<file path="src/rtl/floo_axis_rx_pkg.sv">
// floo_axis_rx_pkg
// Shared definitions for the receive-side AXIS-to-NoC demultiplexer.
//   cls_e          : traffic class of a beat / credit (ClsRsp = 0, ClsReq = 1)
//   flit_payload_t : layout of one AXIS beat, {hdr, flit_data}, at the default width
//   pend_w()       : width of a counter that must hold the values 0..depth
package floo_axis_rx_pkg;

   localparam int unsigned FlitDataWidthDefault = 64;

   typedef enum logic {
      ClsRsp = 1'b0,
      ClsReq = 1'b1
   } cls_e;

   typedef struct packed {
      logic                            hdr;
      logic [FlitDataWidthDefault-1:0] flit_data;
   } flit_payload_t;

   // A pending-credit counter can reach depth itself, so it needs one extra value
   function automatic int unsigned pend_w(input int unsigned depth);
      return $clog2(depth + 1);
   endfunction

endpackage

</file>
<file path="src/rtl/floo_axis_rx_class_fifo.sv">
// floo_axis_rx_class_fifo
// Non-fall-through synchronous FIFO holding the flits of one traffic class.
// A push is visible at the head one cycle later. A push into a full FIFO is
// taken only when a pop frees a slot in the same cycle; otherwise it is
// dropped and flagged on drop_o.
// Ports:
//   clk_i, rst_i      : clock, synchronous active-high reset (empties the FIFO)
//   push_i            : write request
//   push_data_i       : write data
//   full_o            : registered full state
//   drop_o            : push refused this cycle (full and no pop)
//   pop_valid_o       : head flit valid
//   pop_ready_i       : consumer accepts the head flit
//   pop_data_o        : head flit, stable while stalled
module floo_axis_rx_class_fifo
   import floo_axis_rx_pkg::*;
#(
   parameter int unsigned Width = 64,
   parameter int unsigned Depth = 4
) (
   input  logic             clk_i,
   input  logic             rst_i,
   input  logic             push_i,
   input  logic [Width-1:0] push_data_i,
   output logic             full_o,
   output logic             drop_o,
   output logic             pop_valid_o,
   input  logic             pop_ready_i,
   output logic [Width-1:0] pop_data_o
);

   localparam int unsigned PtrW = (Depth > 1) ? $clog2(Depth) : 1;
   localparam int unsigned CntW = pend_w(Depth);
   localparam logic [PtrW-1:0] LastPtr = PtrW'(Depth - 1);
   localparam logic [CntW-1:0] FullCnt = CntW'(Depth);

   logic [Width-1:0] r_mem [Depth];
   logic [PtrW-1:0]  r_wrPtr;
   logic [PtrW-1:0]  r_rdPtr;
   logic [CntW-1:0]  r_count;
   logic             w_full;
   logic             w_push;
   logic             w_pop;

   assign w_full      = (r_count == FullCnt);
   assign w_pop       = (r_count != '0) && pop_ready_i;
   assign w_push      = push_i && (!w_full || w_pop);
   assign full_o      = w_full;
   assign drop_o      = push_i && w_full && !w_pop;
   assign pop_valid_o = (r_count != '0);
   assign pop_data_o  = r_mem[r_rdPtr];

   // Pointers wrap explicitly so non-power-of-two depths work; a simultaneous
   // push and pop leaves the occupancy unchanged, including when full.
   always_ff @(posedge clk_i) begin
      if (rst_i) begin
         r_wrPtr <= '0;
         r_rdPtr <= '0;
         r_count <= '0;
      end else begin
         if (w_push) begin
            r_wrPtr <= (r_wrPtr == LastPtr) ? '0 : r_wrPtr + 1'b1;
         end
         if (w_pop) begin
            r_rdPtr <= (r_rdPtr == LastPtr) ? '0 : r_rdPtr + 1'b1;
         end
         case ({w_push, w_pop})
            2'b10:   r_count <= r_count + 1'b1;
            2'b01:   r_count <= r_count - 1'b1;
            default: r_count <= r_count;
         endcase
      end
   end

   // Storage needs no reset; occupancy alone decides what is valid.
   always_ff @(posedge clk_i) begin
      if (w_push) begin
         r_mem[r_wrPtr] <= push_data_i;
      end
   end

endmodule

</file>
<file path="src/rtl/floo_axis_noc_rx_demux.sv">
// floo_axis_noc_rx_demux
// Receive-side AXIS-to-NoC demultiplexer. Each AXIS beat {hdr, flit_data} is
// steered into the request FIFO (hdr = 1) or the response FIFO (hdr = 0); the
// two classes drain independently to the local NoC.
// Configuration macro FLOO_AXIS_RX_CREDIT_EN:
//   defined   : tready is always high outside reset, beats hitting a full FIFO
//               are dropped and set overflow_o, freed slots are returned as
//               credits with round-robin class selection.
//   undefined : tready follows the full state of the FIFO picked by hdr;
//               overflow and the credit port are tied low.
// Ports:
//   clk_i, rst_i                          : clock, synchronous active-high reset
//   axis_tvalid_i/axis_tready_o/axis_tdata_i : incoming AXIS beats
//   req_valid_o/req_ready_i/req_data_o    : request flit channel
//   rsp_valid_o/rsp_ready_i/rsp_data_o    : response flit channel
//   credit_valid_o/credit_ready_i         : credit token handshake
//   credit_cls_o                          : credit class, 1 = req, 0 = rsp
//   overflow_o                            : sticky write-to-full error
module floo_axis_noc_rx_demux
   import floo_axis_rx_pkg::*;
#(
   parameter int unsigned FlitDataWidth = 64,
   parameter int unsigned ReqDepth      = 4,
   parameter int unsigned RspDepth      = 4
) (
   input  logic                     clk_i,
   input  logic                     rst_i,
   input  logic                     axis_tvalid_i,
   output logic                     axis_tready_o,
   input  logic [FlitDataWidth:0]   axis_tdata_i,
   output logic                     req_valid_o,
   input  logic                     req_ready_i,
   output logic [FlitDataWidth-1:0] req_data_o,
   output logic                     rsp_valid_o,
   input  logic                     rsp_ready_i,
   output logic [FlitDataWidth-1:0] rsp_data_o,
   output logic                     credit_valid_o,
   input  logic                     credit_ready_i,
   output logic                     credit_cls_o,
   output logic                     overflow_o
);

   logic                     w_hdr;
   logic [FlitDataWidth-1:0] w_flit;
   logic                     w_tready;
   logic                     w_accept;
   logic                     w_reqFull;
   logic                     w_rspFull;
   logic                     w_reqDrop;
   logic                     w_rspDrop;
   logic                     w_reqHeadValid;
   logic                     w_rspHeadValid;
   logic [FlitDataWidth-1:0] w_reqHeadData;
   logic [FlitDataWidth-1:0] w_rspHeadData;
   logic                     w_reqPop;
   logic                     w_rspPop;

   assign w_hdr  = axis_tdata_i[FlitDataWidth];
   assign w_flit = axis_tdata_i[FlitDataWidth-1:0];

`ifdef FLOO_AXIS_RX_CREDIT_EN
   assign w_tready = 1'b1;
`else
   // Only registered full state and hdr feed tready, never the NoC readies
   assign w_tready = w_hdr ? !w_reqFull : !w_rspFull;
`endif

   // Every output is forced low while reset is asserted
   assign axis_tready_o = w_tready && !rst_i;
   assign w_accept      = axis_tvalid_i && axis_tready_o;

   assign req_valid_o = w_reqHeadValid && !rst_i;
   assign rsp_valid_o = w_rspHeadValid && !rst_i;
   assign req_data_o  = rst_i ? '0 : w_reqHeadData;
   assign rsp_data_o  = rst_i ? '0 : w_rspHeadData;
   assign w_reqPop    = req_valid_o && req_ready_i;
   assign w_rspPop    = rsp_valid_o && rsp_ready_i;

   floo_axis_rx_class_fifo #(
      .Width (FlitDataWidth),
      .Depth (ReqDepth)
   ) u_reqFifo (
      .clk_i       (clk_i),
      .rst_i       (rst_i),
      .push_i      (w_accept && w_hdr),
      .push_data_i (w_flit),
      .full_o      (w_reqFull),
      .drop_o      (w_reqDrop),
      .pop_valid_o (w_reqHeadValid),
      .pop_ready_i (w_reqPop),
      .pop_data_o  (w_reqHeadData)
   );

   floo_axis_rx_class_fifo #(
      .Width (FlitDataWidth),
      .Depth (RspDepth)
   ) u_rspFifo (
      .clk_i       (clk_i),
      .rst_i       (rst_i),
      .push_i      (w_accept && !w_hdr),
      .push_data_i (w_flit),
      .full_o      (w_rspFull),
      .drop_o      (w_rspDrop),
      .pop_valid_o (w_rspHeadValid),
      .pop_ready_i (w_rspPop),
      .pop_data_o  (w_rspHeadData)
   );

`ifdef FLOO_AXIS_RX_CREDIT_EN
   localparam int unsigned ReqPendW = pend_w(ReqDepth);
   localparam int unsigned RspPendW = pend_w(RspDepth);
   localparam logic [ReqPendW-1:0] ReqPendMax = ReqPendW'(ReqDepth);
   localparam logic [RspPendW-1:0] RspPendMax = RspPendW'(RspDepth);

   logic [ReqPendW-1:0] r_reqPend;
   logic [RspPendW-1:0] r_rspPend;
   cls_e                r_rrPtr;
   cls_e                r_heldCls;
   logic                r_hold;
   logic                r_overflow;
   cls_e                w_credCls;
   logic                w_credValid;
   logic                w_credHs;
   logic                w_reqCredHs;
   logic                w_rspCredHs;

   assign w_credValid = (r_reqPend != '0) || (r_rspPend != '0);

   // A stalled offer keeps its class; only a handshake decrements a counter,
   // so the held class is guaranteed to still have a pending credit.
   always_comb begin
      w_credCls = ClsRsp;
      if (r_hold) begin
         w_credCls = r_heldCls;
      end else if ((r_reqPend != '0) && (r_rspPend != '0)) begin
         w_credCls = r_rrPtr;
      end else if (r_reqPend != '0) begin
         w_credCls = ClsReq;
      end
   end

   assign credit_valid_o = w_credValid && !rst_i;
   assign credit_cls_o   = (w_credCls == ClsReq) && !rst_i;
   assign overflow_o     = r_overflow && !rst_i;
   assign w_credHs       = credit_valid_o && credit_ready_i;
   assign w_reqCredHs    = w_credHs && (w_credCls == ClsReq);
   assign w_rspCredHs    = w_credHs && (w_credCls == ClsRsp);

   // Pending counters, round-robin pointer, stall hold and sticky overflow.
   // A pop and a credit of the same class in one cycle cancel out.
   always_ff @(posedge clk_i) begin
      if (rst_i) begin
         r_reqPend  <= '0;
         r_rspPend  <= '0;
         r_rrPtr    <= ClsReq;
         r_heldCls  <= ClsReq;
         r_hold     <= 1'b0;
         r_overflow <= 1'b0;
      end else begin
         if (w_reqPop && !w_reqCredHs && (r_reqPend != ReqPendMax)) begin
            r_reqPend <= r_reqPend + 1'b1;
         end else if (!w_reqPop && w_reqCredHs) begin
            r_reqPend <= r_reqPend - 1'b1;
         end
         if (w_rspPop && !w_rspCredHs && (r_rspPend != RspPendMax)) begin
            r_rspPend <= r_rspPend + 1'b1;
         end else if (!w_rspPop && w_rspCredHs) begin
            r_rspPend <= r_rspPend - 1'b1;
         end
         if (w_credHs) begin
            r_rrPtr <= (w_credCls == ClsReq) ? ClsRsp : ClsReq;
         end
         r_hold    <= w_credValid && !credit_ready_i;
         r_heldCls <= w_credCls;
         if (w_reqDrop || w_rspDrop) begin
            r_overflow <= 1'b1;
         end
      end
   end
`else
   logic w_unusedBits;

   assign w_unusedBits   = credit_ready_i ^ w_reqDrop ^ w_rspDrop ^ w_reqPop ^ w_rspPop;
   assign credit_valid_o = 1'b0;
   assign credit_cls_o   = 1'b0;
   assign overflow_o     = 1'b0;
`endif

endmodule
</file>
<file path="config.mk">
export PLATFORM = sky130hd
export DESIGN_NAME = floo_axis_noc_rx_demux
export DESIGN_NICKNAME = d
export VERILOG_FILES = /design/src/rtl/floo_axis_rx_pkg.sv /design/src/rtl/floo_axis_rx_class_fifo.sv /design/src/rtl/floo_axis_noc_rx_demux.sv
export SDC_FILE = /design/constraint.sdc
export NUM_CORES = 1
export LEC_CHECK = 0
export ABC_CLOCK_PERIOD_IN_PS = 4300
export CAP_MARGIN = 10
export CORE_MARGIN = 4
export CORE_UTILIZATION = 40
export DETAILED_ROUTE_END_ITERATION = 10
export PLACE_DENSITY = 0.7
export SYNTH_ARGS = -nofsm -noshare
export SYNTH_HDL_FRONTEND = slang
export SYNTH_SLANG_ARGS = --single-unit
export TNS_END_PERCENT = 50
</file>
<file path="constraint.sdc">
create_clock -name clk_i -period 4.3 [get_ports clk_i]
set_clock_uncertainty 0.05 [all_clocks]
set_input_delay 1.29 -clock clk_i [delete_from_list [all_inputs] [get_ports clk_i]]
set_output_delay 1.29 -clock clk_i [all_outputs]
set_load 0.05 [all_outputs]
</file>
==> results.md <==
* Core Region at 50,200 um2
* Routability cong. at 0.699
* Commonest cells in the netlist: edfxtp_1, nor2b_1, mux4_2
* Hold Path Cell Cnt at 2
* Clk slew on worst S/H paths at 60 ps
* CTS buffer count at 52
* Area of the multi-input gates at 4310 um2
* Initial drt markers at 671
* Period utilisation layout at 0.962
* Core Util, Final at 0.495
* NumNets Final at 1,238
* Most common cell in the netlist: edfxtp_1
* Critical path required time at 2960 ps
* CTS root buf: clkbuf_16
* FMAX at 242 MHz
* # IOs at 205
* Starting Density at 0.405
* Critical path fanouts, max at 14
* Post-synthesis register bit count at 530
* PortBufs at 200
* Pins Over Slew Limit at 0
* Largest net degree at the start of global routing at 65
* WHS at 466 ps
* R2r startpoint: u_reqFifo.r_count[2]$_SDFFE_PP0P_
* Number of antenna diodes at 0
* Post-synthesis simple-gate area fraction at 0.0514
* Reg2reg setup slack at 1760 ps
* Top cell type by total area after synthesis: edfxtp_1
* Synth Flop Type: edfxtp_1
* Vias per cell at 5.11
* # rows at 82
* Cell Chain, Critical Path: buf_4 -> mux4_2 -> nor2b_1 -> clkdlybuf4s50_1
* Antenna Violating Nets Remaining at 0
* CTS tree: yes
* Synth async-reset ratio at 0
* Top cell type's share of synthesized area at 0.757
* Die area at 54,500 um2
* Hold WC Path Type: flip-flop to flip-flop
* Total power per unit cell area at 454 nW/um2
* CTS Sinks at 530
* CP peak stage delay at 720 ps
* Overall Global Routing Usage at 0.154
* XOR/XNOR Fraction of Synth Area at 0.00172
* Final wirelength at 42,100 um
* Post-detailed-route wirelength per cell at 22.6 um
* Hold-fix buffers at CTS at 0
* Vias at 9,543
* CP Capture Type: output port
* Minimum clock period at 4140 ps
* Syn avg cell area at 22.1 um2
* Sequential area share after synthesis at 0.774
* Reg2reg end: u_reqFifo.r_count[2]$_SDFFE_PP0P_
* CTS H-tree depth at 2
* FILL cells at 4,050
* HPWL after DPL at 23,200 um
* First-pass GRT wire length at 62,400 um
* Sink of the worst hold path: u_rspFifo.r_count[2]$_SDFFE_PP0P_
* Non-Filler Instances at 1,867
* CP startpoint kind: flip-flop
* Post-synth EDFFs at 512
* Clk buf depth at 3
* Cell Area, Synth at 20,300 um2
* DIE WIDTH at 233 um
* Compound-Gate Fraction of Synth Area at 0.00259
* Slew headroom at 0.544
* WP data arrival at 2800 ps
* Largest family of logic cells by synthesized area: multiplexers
* Setup violators final at 0
* Setup TNS at 0 ps
* Critical path's slowest cell: clkdlybuf4s50_1
* Area growth syn-to-layout at 22.1%
* Reg area at 15,800 um2
* Mapped Cells at 920
* Post-route DRC at 0
* Adder-Cell Fraction of Synth Area at 0.00936
* Placed cells at 1,771
* Maxcap violations at 0
* Ranking of synthesized cells by area: edfxtp_1, mux4_2, nor2b_1, dfxtp_1, ha_1
* Maximum vdd drop at 0.304 mV
* Worst skew pair latency at 580 ps
* Yosys cell types at 33
* Die Span Y at 233 um
* First-pass DRT Iterations at 7
* Outcome: completed
* Antenna violations before repair at 0
* Post-synthesis mux area share at 0.146
* Vias in the first global route at 9,900
* Grt ovf at 0
* Hold Violations, Final at 0
* Yosys warns at 0
* Worst-margin pin slew at 685 ps
* Crit Path Category: flip-flop to output port
* R2R depth at 9
* Share of cells above drive strength 1 at 0.279
* Lkg Pwr at 7.90 nW
* RSZ-0062 raised after global routing: no
* Min-delay src: u_rspFifo.r_count[2]$_SDFFE_PP0P_
[report_power, final]
part           total (mW)  switching (mW)  internal, mW
logic                1.04           0.622         0.415
registers            5.78          0.0359          5.74
clock network        4.44            1.85          2.59
[final cells by class]
cell class / instances / area share
clock buffers: 68 / 0.0578
well taps: 672 / 0.0339
clock inverters: 28 / 0.0103
multi-input cells: 332 / 0.174
repair buffers: 225 / 0.0876
flip-flops and latches: 530 / 0.635
inverters: 12 / 0.00182
[worst max-delay path by stage]
| stage | to | cells past startpoint |
|---|---|---|
| floorplan | axis_tready_o | 3 |
| detailed placement | axis_tready_o | 4 |
| global route | req_data_o[60] | 4 |
| global placement | axis_tready_o | 4 |
| CTS | req_data_o[61] | 4 |
| finish | req_data_o[59] | 4 |
[flip-flops by register name (all words and copies together) (netlist names), named ones only]
| register | flops |
|---|---|
| u_reqFifo.r_mem | 256 |
| u_rspFifo.r_mem | 256 |
| u_reqFifo.r_count | 3 |
| u_rspFifo.r_count | 3 |
| u_reqFifo.r_rdPtr | 2 |
| u_reqFifo.r_wrPtr | 2 |
| u_rspFifo.r_rdPtr | 2 |
| u_rspFifo.r_wrPtr | 2 |
[metal layers]
| layer | global-route usage | part of all wire | wire length (um) |
|---|---|---|---|
| met1 | 0.222 | 0.44 | 18700 |
| met2 | 0.244 | 0.48 | 20200 |
| met3 | 0.0279 | 0.058 | 2450 |
| met4 | 0.0434 | 0.019 | 811 |
| met5 | 0 | 0 | 0 |
[cell families (layout without fill, tap and decap cells)]
family / after synthesis / in the layout
multiplexers: 135 / 135
adder cells (fa/ha/maj): 14 / 14
AO/OA/AOI/OAI: 9 / 9
other: 1 / 3
flip-flops: 530 / 530
buffers and inverters: 60 / 333
XOR/XNOR: 4 / 4
AND/OR/NAND/NOR: 167 / 167
[critical path: cells and delay by family, from the launching register on]
kind,cells,cell delay [ps]
multiplexers,1,530
AND/OR/NAND/NOR,1,140
buffers and inverters,2,1070
flip-flops,1,470
[per-stage QoR]
| step | setup WS (ps) | cell area (um2) | power (mW) |
|---|---|---|---|
| after floorplan | 509 | 20300 | 6.55 |
| after global placement | 367 | 23100 | 6.92 |
| after detailed placement | 352 | 23100 | 6.94 |
| final | 161 | 24800 | 11.3 |
| after CTS | 24.5 | 24800 | 11.4 |
| after global routing | 20.5 | 24800 | 11.7 |
[layout by cell type (no fill, tap or decap), types with 5 or more instances in the layout]
cell and n:
clkbuf_1 11, nor2b_1 132, inv_1 12, mux2_2 6, edfxtp_1 512, dfxtp_1 14
a21oi_1 5, clkdlybuf4s50_1 116, and2_4 8, buf_12 14, buf_4 91, nor2_1 15
ha_1 12, mux4_2 128, clkbuf_16 54, clkinv_2 9, clkinv_1 9
[repair_timing]
item,4_1_cts,5_1_grt
buffers inserted,0,0
gates resized for setup,0,3
endpoints found under the setup margin,0,3
Power figures use the tool's default switching activity.
